File: src/rtl/cdb_arbiter.sv
// Common data bus arbiter: each cycle, picks up to WIDTH completing functional
// units round-robin and registers their destination tags onto the CDB slots.
// fu_grant is combinational; everything on cdb_* is registered (1-cycle latency).
module cdb_arbiter #(
  parameter int NUM_FU        = 4,
  parameter int WIDTH         = 2,
  parameter int PHY_REG_WIDTH = 6,
  localparam int SRC_W        = (NUM_FU > 1) ? $clog2(NUM_FU) : 1
) (
  input  logic                             clock,
  input  logic                             reset,
  input  logic [NUM_FU-1:0]                fu_req,
  input  logic [NUM_FU*PHY_REG_WIDTH-1:0]  fu_tag,
  output logic [NUM_FU-1:0]                fu_grant,
  input  logic                             flush,
  output logic [WIDTH-1:0]                 cdb_valid,
  output logic [WIDTH*PHY_REG_WIDTH-1:0]   cdb_tag,
  output logic [WIDTH*SRC_W-1:0]           cdb_src
);

  logic [SRC_W-1:0]               rr_ptr_q, rr_ptr_d;
  logic [WIDTH-1:0]               cdb_valid_q, cdb_valid_d;
  logic [WIDTH*PHY_REG_WIDTH-1:0] cdb_tag_q, cdb_tag_d;
  logic [WIDTH*SRC_W-1:0]         cdb_src_q, cdb_src_d;

  // Round-robin scan from rr_ptr: grant up to WIDTH requesters, pack them into
  // slots in scan order, and move the pointer just past the last winner.
  // Reset and flush both suppress every grant, so requests are held, not consumed.
  always_comb begin
    int unsigned idx;
    int unsigned slot;
    idx         = 0;
    slot        = 0;
    fu_grant    = '0;
    cdb_valid_d = '0;
    cdb_tag_d   = '0;
    cdb_src_d   = '0;
    rr_ptr_d    = rr_ptr_q;
    if (reset && !flush) begin
      for (int unsigned j = 0; j < NUM_FU; j++) begin
        idx = 32'(rr_ptr_q) + j;
        if (idx >= NUM_FU) idx = idx - NUM_FU;
        if (fu_req[idx] && slot < WIDTH) begin
          fu_grant[idx]                              = 1'b1;
          cdb_valid_d[slot]                          = 1'b1;
          cdb_tag_d[slot*PHY_REG_WIDTH +: PHY_REG_WIDTH] = fu_tag[idx*PHY_REG_WIDTH +: PHY_REG_WIDTH];
          cdb_src_d[slot*SRC_W +: SRC_W]             = SRC_W'(idx);
          rr_ptr_d                                   = (idx + 1 == NUM_FU) ? '0 : SRC_W'(idx + 1);
          slot                                       = slot + 1;
        end
      end
    end
  end

  // CDB slot registers and priority pointer; async clear drops any in-flight broadcast.
  always_ff @(posedge clock or negedge reset) begin
    if (!reset) begin
      rr_ptr_q    <= '0;
      cdb_valid_q <= '0;
      cdb_tag_q   <= '0;
      cdb_src_q   <= '0;
    end else begin
      rr_ptr_q    <= rr_ptr_d;
      cdb_valid_q <= cdb_valid_d;
      cdb_tag_q   <= cdb_tag_d;
      cdb_src_q   <= cdb_src_d;
    end
  end

  assign cdb_valid = cdb_valid_q;
  assign cdb_tag   = cdb_tag_q;
  assign cdb_src   = cdb_src_q;

endmodule

File: config.mk
export PLATFORM = sky130hd
export DESIGN_NAME = cdb_arbiter
export DESIGN_NICKNAME = d
export VERILOG_FILES = /design/src/rtl/cdb_arbiter.sv
export SDC_FILE = /design/constraint.sdc
export NUM_CORES = 1
export LEC_CHECK = 0
export CORE_MARGIN = 3
export CORE_UTILIZATION = 26
export CTS_CLUSTER_SIZE = 12
export DETAILED_ROUTE_END_ITERATION = 7
export DONT_BUFFER_PORTS = 1
export PLACE_DENSITY = 0.48
export SLEW_MARGIN = 20
export SYNTH_ARGS = -nofsm -noshare
export SYNTH_HDL_FRONTEND = slang
export SYNTH_SLANG_ARGS = --single-unit
File: constraint.sdc
create_clock -name clock -period 5.7 [get_ports clock]
set_clock_uncertainty 0.05 [all_clocks]
set_input_delay 1.14 -clock clock [delete_from_list [all_inputs] [get_ports clock]]
set_output_delay 1.14 -clock clock [all_outputs]
set_load 0.03 [all_outputs]
==> summary.txt <==
Route
  – Drt via density: 6.13
  – DR iter-0 viols: 606
  – Antenna-violating nets left: 0
  – 1st-pass router iterations: 6
  – DR WL/cell: 21.4 µm
  – DRT Wirelength: 16,000 µm
  – DRC: 0
  – Vias: 4,596

Global route
  – Vias in the first global route: 4,317
  – Gr ovfl total: 0
  – First-pass GRT wire length: 25,200 µm
  – Antenna violations before repair: 0
  – Largest net degree at the start of global routing: 76
  – GRT Total Usage: 0.167

Timing
  – Relative slew slack: 0.378
  – Final period util: 0.905
  – Final setup fails: 0
  – Period minus WS final: 5160 ps
  – Setup Total Neg Slack: 0 ps
  – Worst-Margin Slew: 933 ps
  – Final hold vios: 0
  – Unrepaired setup endpoints after global routing: false
  – Top achievable clock speed: 194 MHz
  – Pins Over Slew Limit: 0

Yosys
  – Cell variety after synth: 76
  – Mean post-synth cell area: 8.01 µm²
  – EDFF count, synth: 0
  – Synth Warn #: 0
  – Syn nets: 612
  – Flops & latches, synth: 20
  – Sequential area share after synthesis: 0.112
  – Synth Flop Type: dfrtp_1
  – Cells after Synth: 558
  – Netlist Area Pre-Place: 4470 µm²
  – Ys async rst share: 1.00

Clocking
  – Setup Fix Bufs, Post-CTS: 0
  – Post-cts gate resize count: 0
  – CTS tree: done
  – CTS Sinks: 20
  – Clock transition at path regs: 70 ps
  – CTS root buffer: clkbuf_16
  – Hold buffers post-CTS: 0
  – Num CTS Buffers: 3
  – Clock latency on the worst-skew pair: 260 ps
  – Max Root-Sink Buffers: 2
  – CTS H-tree lvls: 1

Outcome
  – Outcome: complete, no violations

Worst setup path
  – Setup CP Type: in2reg
  – Startpoint types: input pin
  – R2r endpoint: cdb_tag[3]
  – Worst r2r src: rr_ptr_q[0]
  – Critical path origin: fu_req[2]
  – Endpoint type of the worst setup path: register
  – R2R depth: 15
  – R2r setup slk: 560 ps
  – CP Data Arrival Time: 5240 ps
  – Worst Setup EP: cdb_tag[3]
  – Crit path max fanout: 7
  – Worst EP required: 5780 ps

Die
  – # rows: 47
  – Core area: 16,700 µm²
  – Initial Util: 0.268
  – Die Height: 137 µm
  – I/O pin total: 53
  – Die X: 137 µm
  – Die ar.: 18,800 µm²

Finish
  – Antenna cells: 0
  – Fillers: 1,802
  – Share of post-route cells with drive strength above 1: 0.147
  – Net count, final: 585
  – Multi-input logic area: 3690 µm²
  – Sequential cell area: 502 µm²
  – Synthesis-to-finish area growth: 6.46%
  – Finished Cell Area: 4760 µm²

Place
  – Port bufs: 0
  – Area after DPL: 4660 µm²
  – Detailed Place HPWL: 12,200 µm
  – RD Place Congestion: 0.903

Flow run
  – Number of max-cap violations: 0

Worst hold path
  – Hold WC Path Type: in2async
## cells in the final DEF, fill, tap and decap left out, types with 8 or more instances in the layout
cell type and count:
nor2b_1 9, mux2i_1 46, a22oi_1 8, a21oi_1 31, nand2_1 48, o21ai_0 27, mux2_2 17, o31ai_1 9
buf_4 17, nor3_1 18, a211oi_1 16, mux4_2 24, ha_1 21, inv_1 15, nand2b_1 10, nor2_1 43
a31oi_1 8, nand3_1 18, nand4_1 8, dfrtp_1 19
## logic make-up after synthesis
logic type                 share of synthesized area
AOI/OAI and AO/OA                              0.243
and+or+nand+nor                                0.222
adders and majority gates                     0.0660
muxes                                          0.270
buffers and inverters                         0.0663
xor gates and xnor gates                      0.0210
DFF                                            0.112
## cell type report
cell class | instances | share of cell area
Sequential cell | 20 | 0.105
Timing Repair Buffer | 17 | 0.0268
Clock buffer | 3 | 0.0158
Inverter | 17 | 0.0134
Clock inverter | 1 | 0.00631
Multi-Input combinational cell | 472 | 0.775
Tap cell | 220 | 0.0578
## metrics by stage
| stage | setup WS, ps | cells | hold WS (ps) | util |
|---|---|---|---|---|
| 5_1_grt | 168 | 750 | 507 | 0.285 |
| 4_1_cts | 567 | 750 | 514 | 0.285 |
| 6_report | 539 | 750 | 516 | 0.285 |
| 2_1_floorplan | 38.5 | 558 | 708 | - |
| 3_5_place_dp | 317 | 746 | 701 | 0.279 |
| 3_3_place_gp | 382 | 746 | 668 | 0.279 |
## worst max-delay path, stage by stage
cell	delay, ps
mux4_2	530
inv_1	140
ha_1	250
nand2_1	80
or3b_1	430
fa_1	710
or4bb_1	500
o21ai_0	120
mux2i_2	150
xor2_1	230
nor4_1	510
a211oi_1	110
a211oi_1	340
## routing by layer
layer / track usage / wire length, µm / up-vias
met5: 0 / 0 / -
met4: 0.0261 / 238 / 0
met3: 0.0246 / 1290 / 22
met2: 0.268 / 7220 / 206
met1: 0.242 / 7290 / 2271
li1: - / - / 2097
## state kept, by name (all words and copies together) (netlist names)
register   count
cdb_tag       12
cdb_src        4
cdb_valid      2
rr_ptr_q       2
## worst min-delay path by stage
stage / startpoint / end / slack (ps) / cells past startpoint
2_1_floorplan: rr_ptr_q[1] / cdb_src[1] / 710 / 3
3_3_place_gp: rr_ptr_q[1] / rr_ptr_q[1] / 670 / 2
3_5_place_dp: rr_ptr_q[1] / rr_ptr_q[1] / 700 / 2
4_1_cts: reset / rr_ptr_q[0] / 510 / 0
5_1_grt: reset / rr_ptr_q[0] / 510 / 0
6_report: reset / cdb_src[2] / 520 / 0
## cell usage after synthesis, types with 3 or more instances
master	number	area, µm²
mux4_2	24	541
a31oi_1	8	50.1
o21a_1	4	30.0
nand2_1	48	180
buf_1	4	15.0
o211ai_1	4	30.0
nand4_1	8	50.1
o32ai_1	4	35.0
inv_1	15	56.3
o31ai_1	9	67.6
clkbuf_1	23	86.3
ha_1	22	275
mux2_2	17	191
nor4_1	7	43.8
a22oi_1	8	60.1
dfrtp_1	20	500
and3_1	4	25.0
nor2b_1	9	56.3
or2_2	3	18.8
nand2b_1	10	62.6
a21oi_1	31	155
o221ai_1	4	35.0
o31a_1	3	26.3
o22ai_1	6	37.5
nor2_1	43	161
nand3_1	18	90.1
a222oi_1	4	40.0
mux2i_1	46	460
nand3b_1	3	22.5
and2_1	6	37.5
buf_6	3	33.8
nor3_1	18	90.1
xnor2_1	5	43.8
buf_2	18	90.1
o21ai_0	27	135
a32oi_1	3	26.3
a211oi_1	16	120
Power is left out: the tool's default activity adds up to more than one toggle a clock period on the data nets, which glitch-free logic cannot reach.
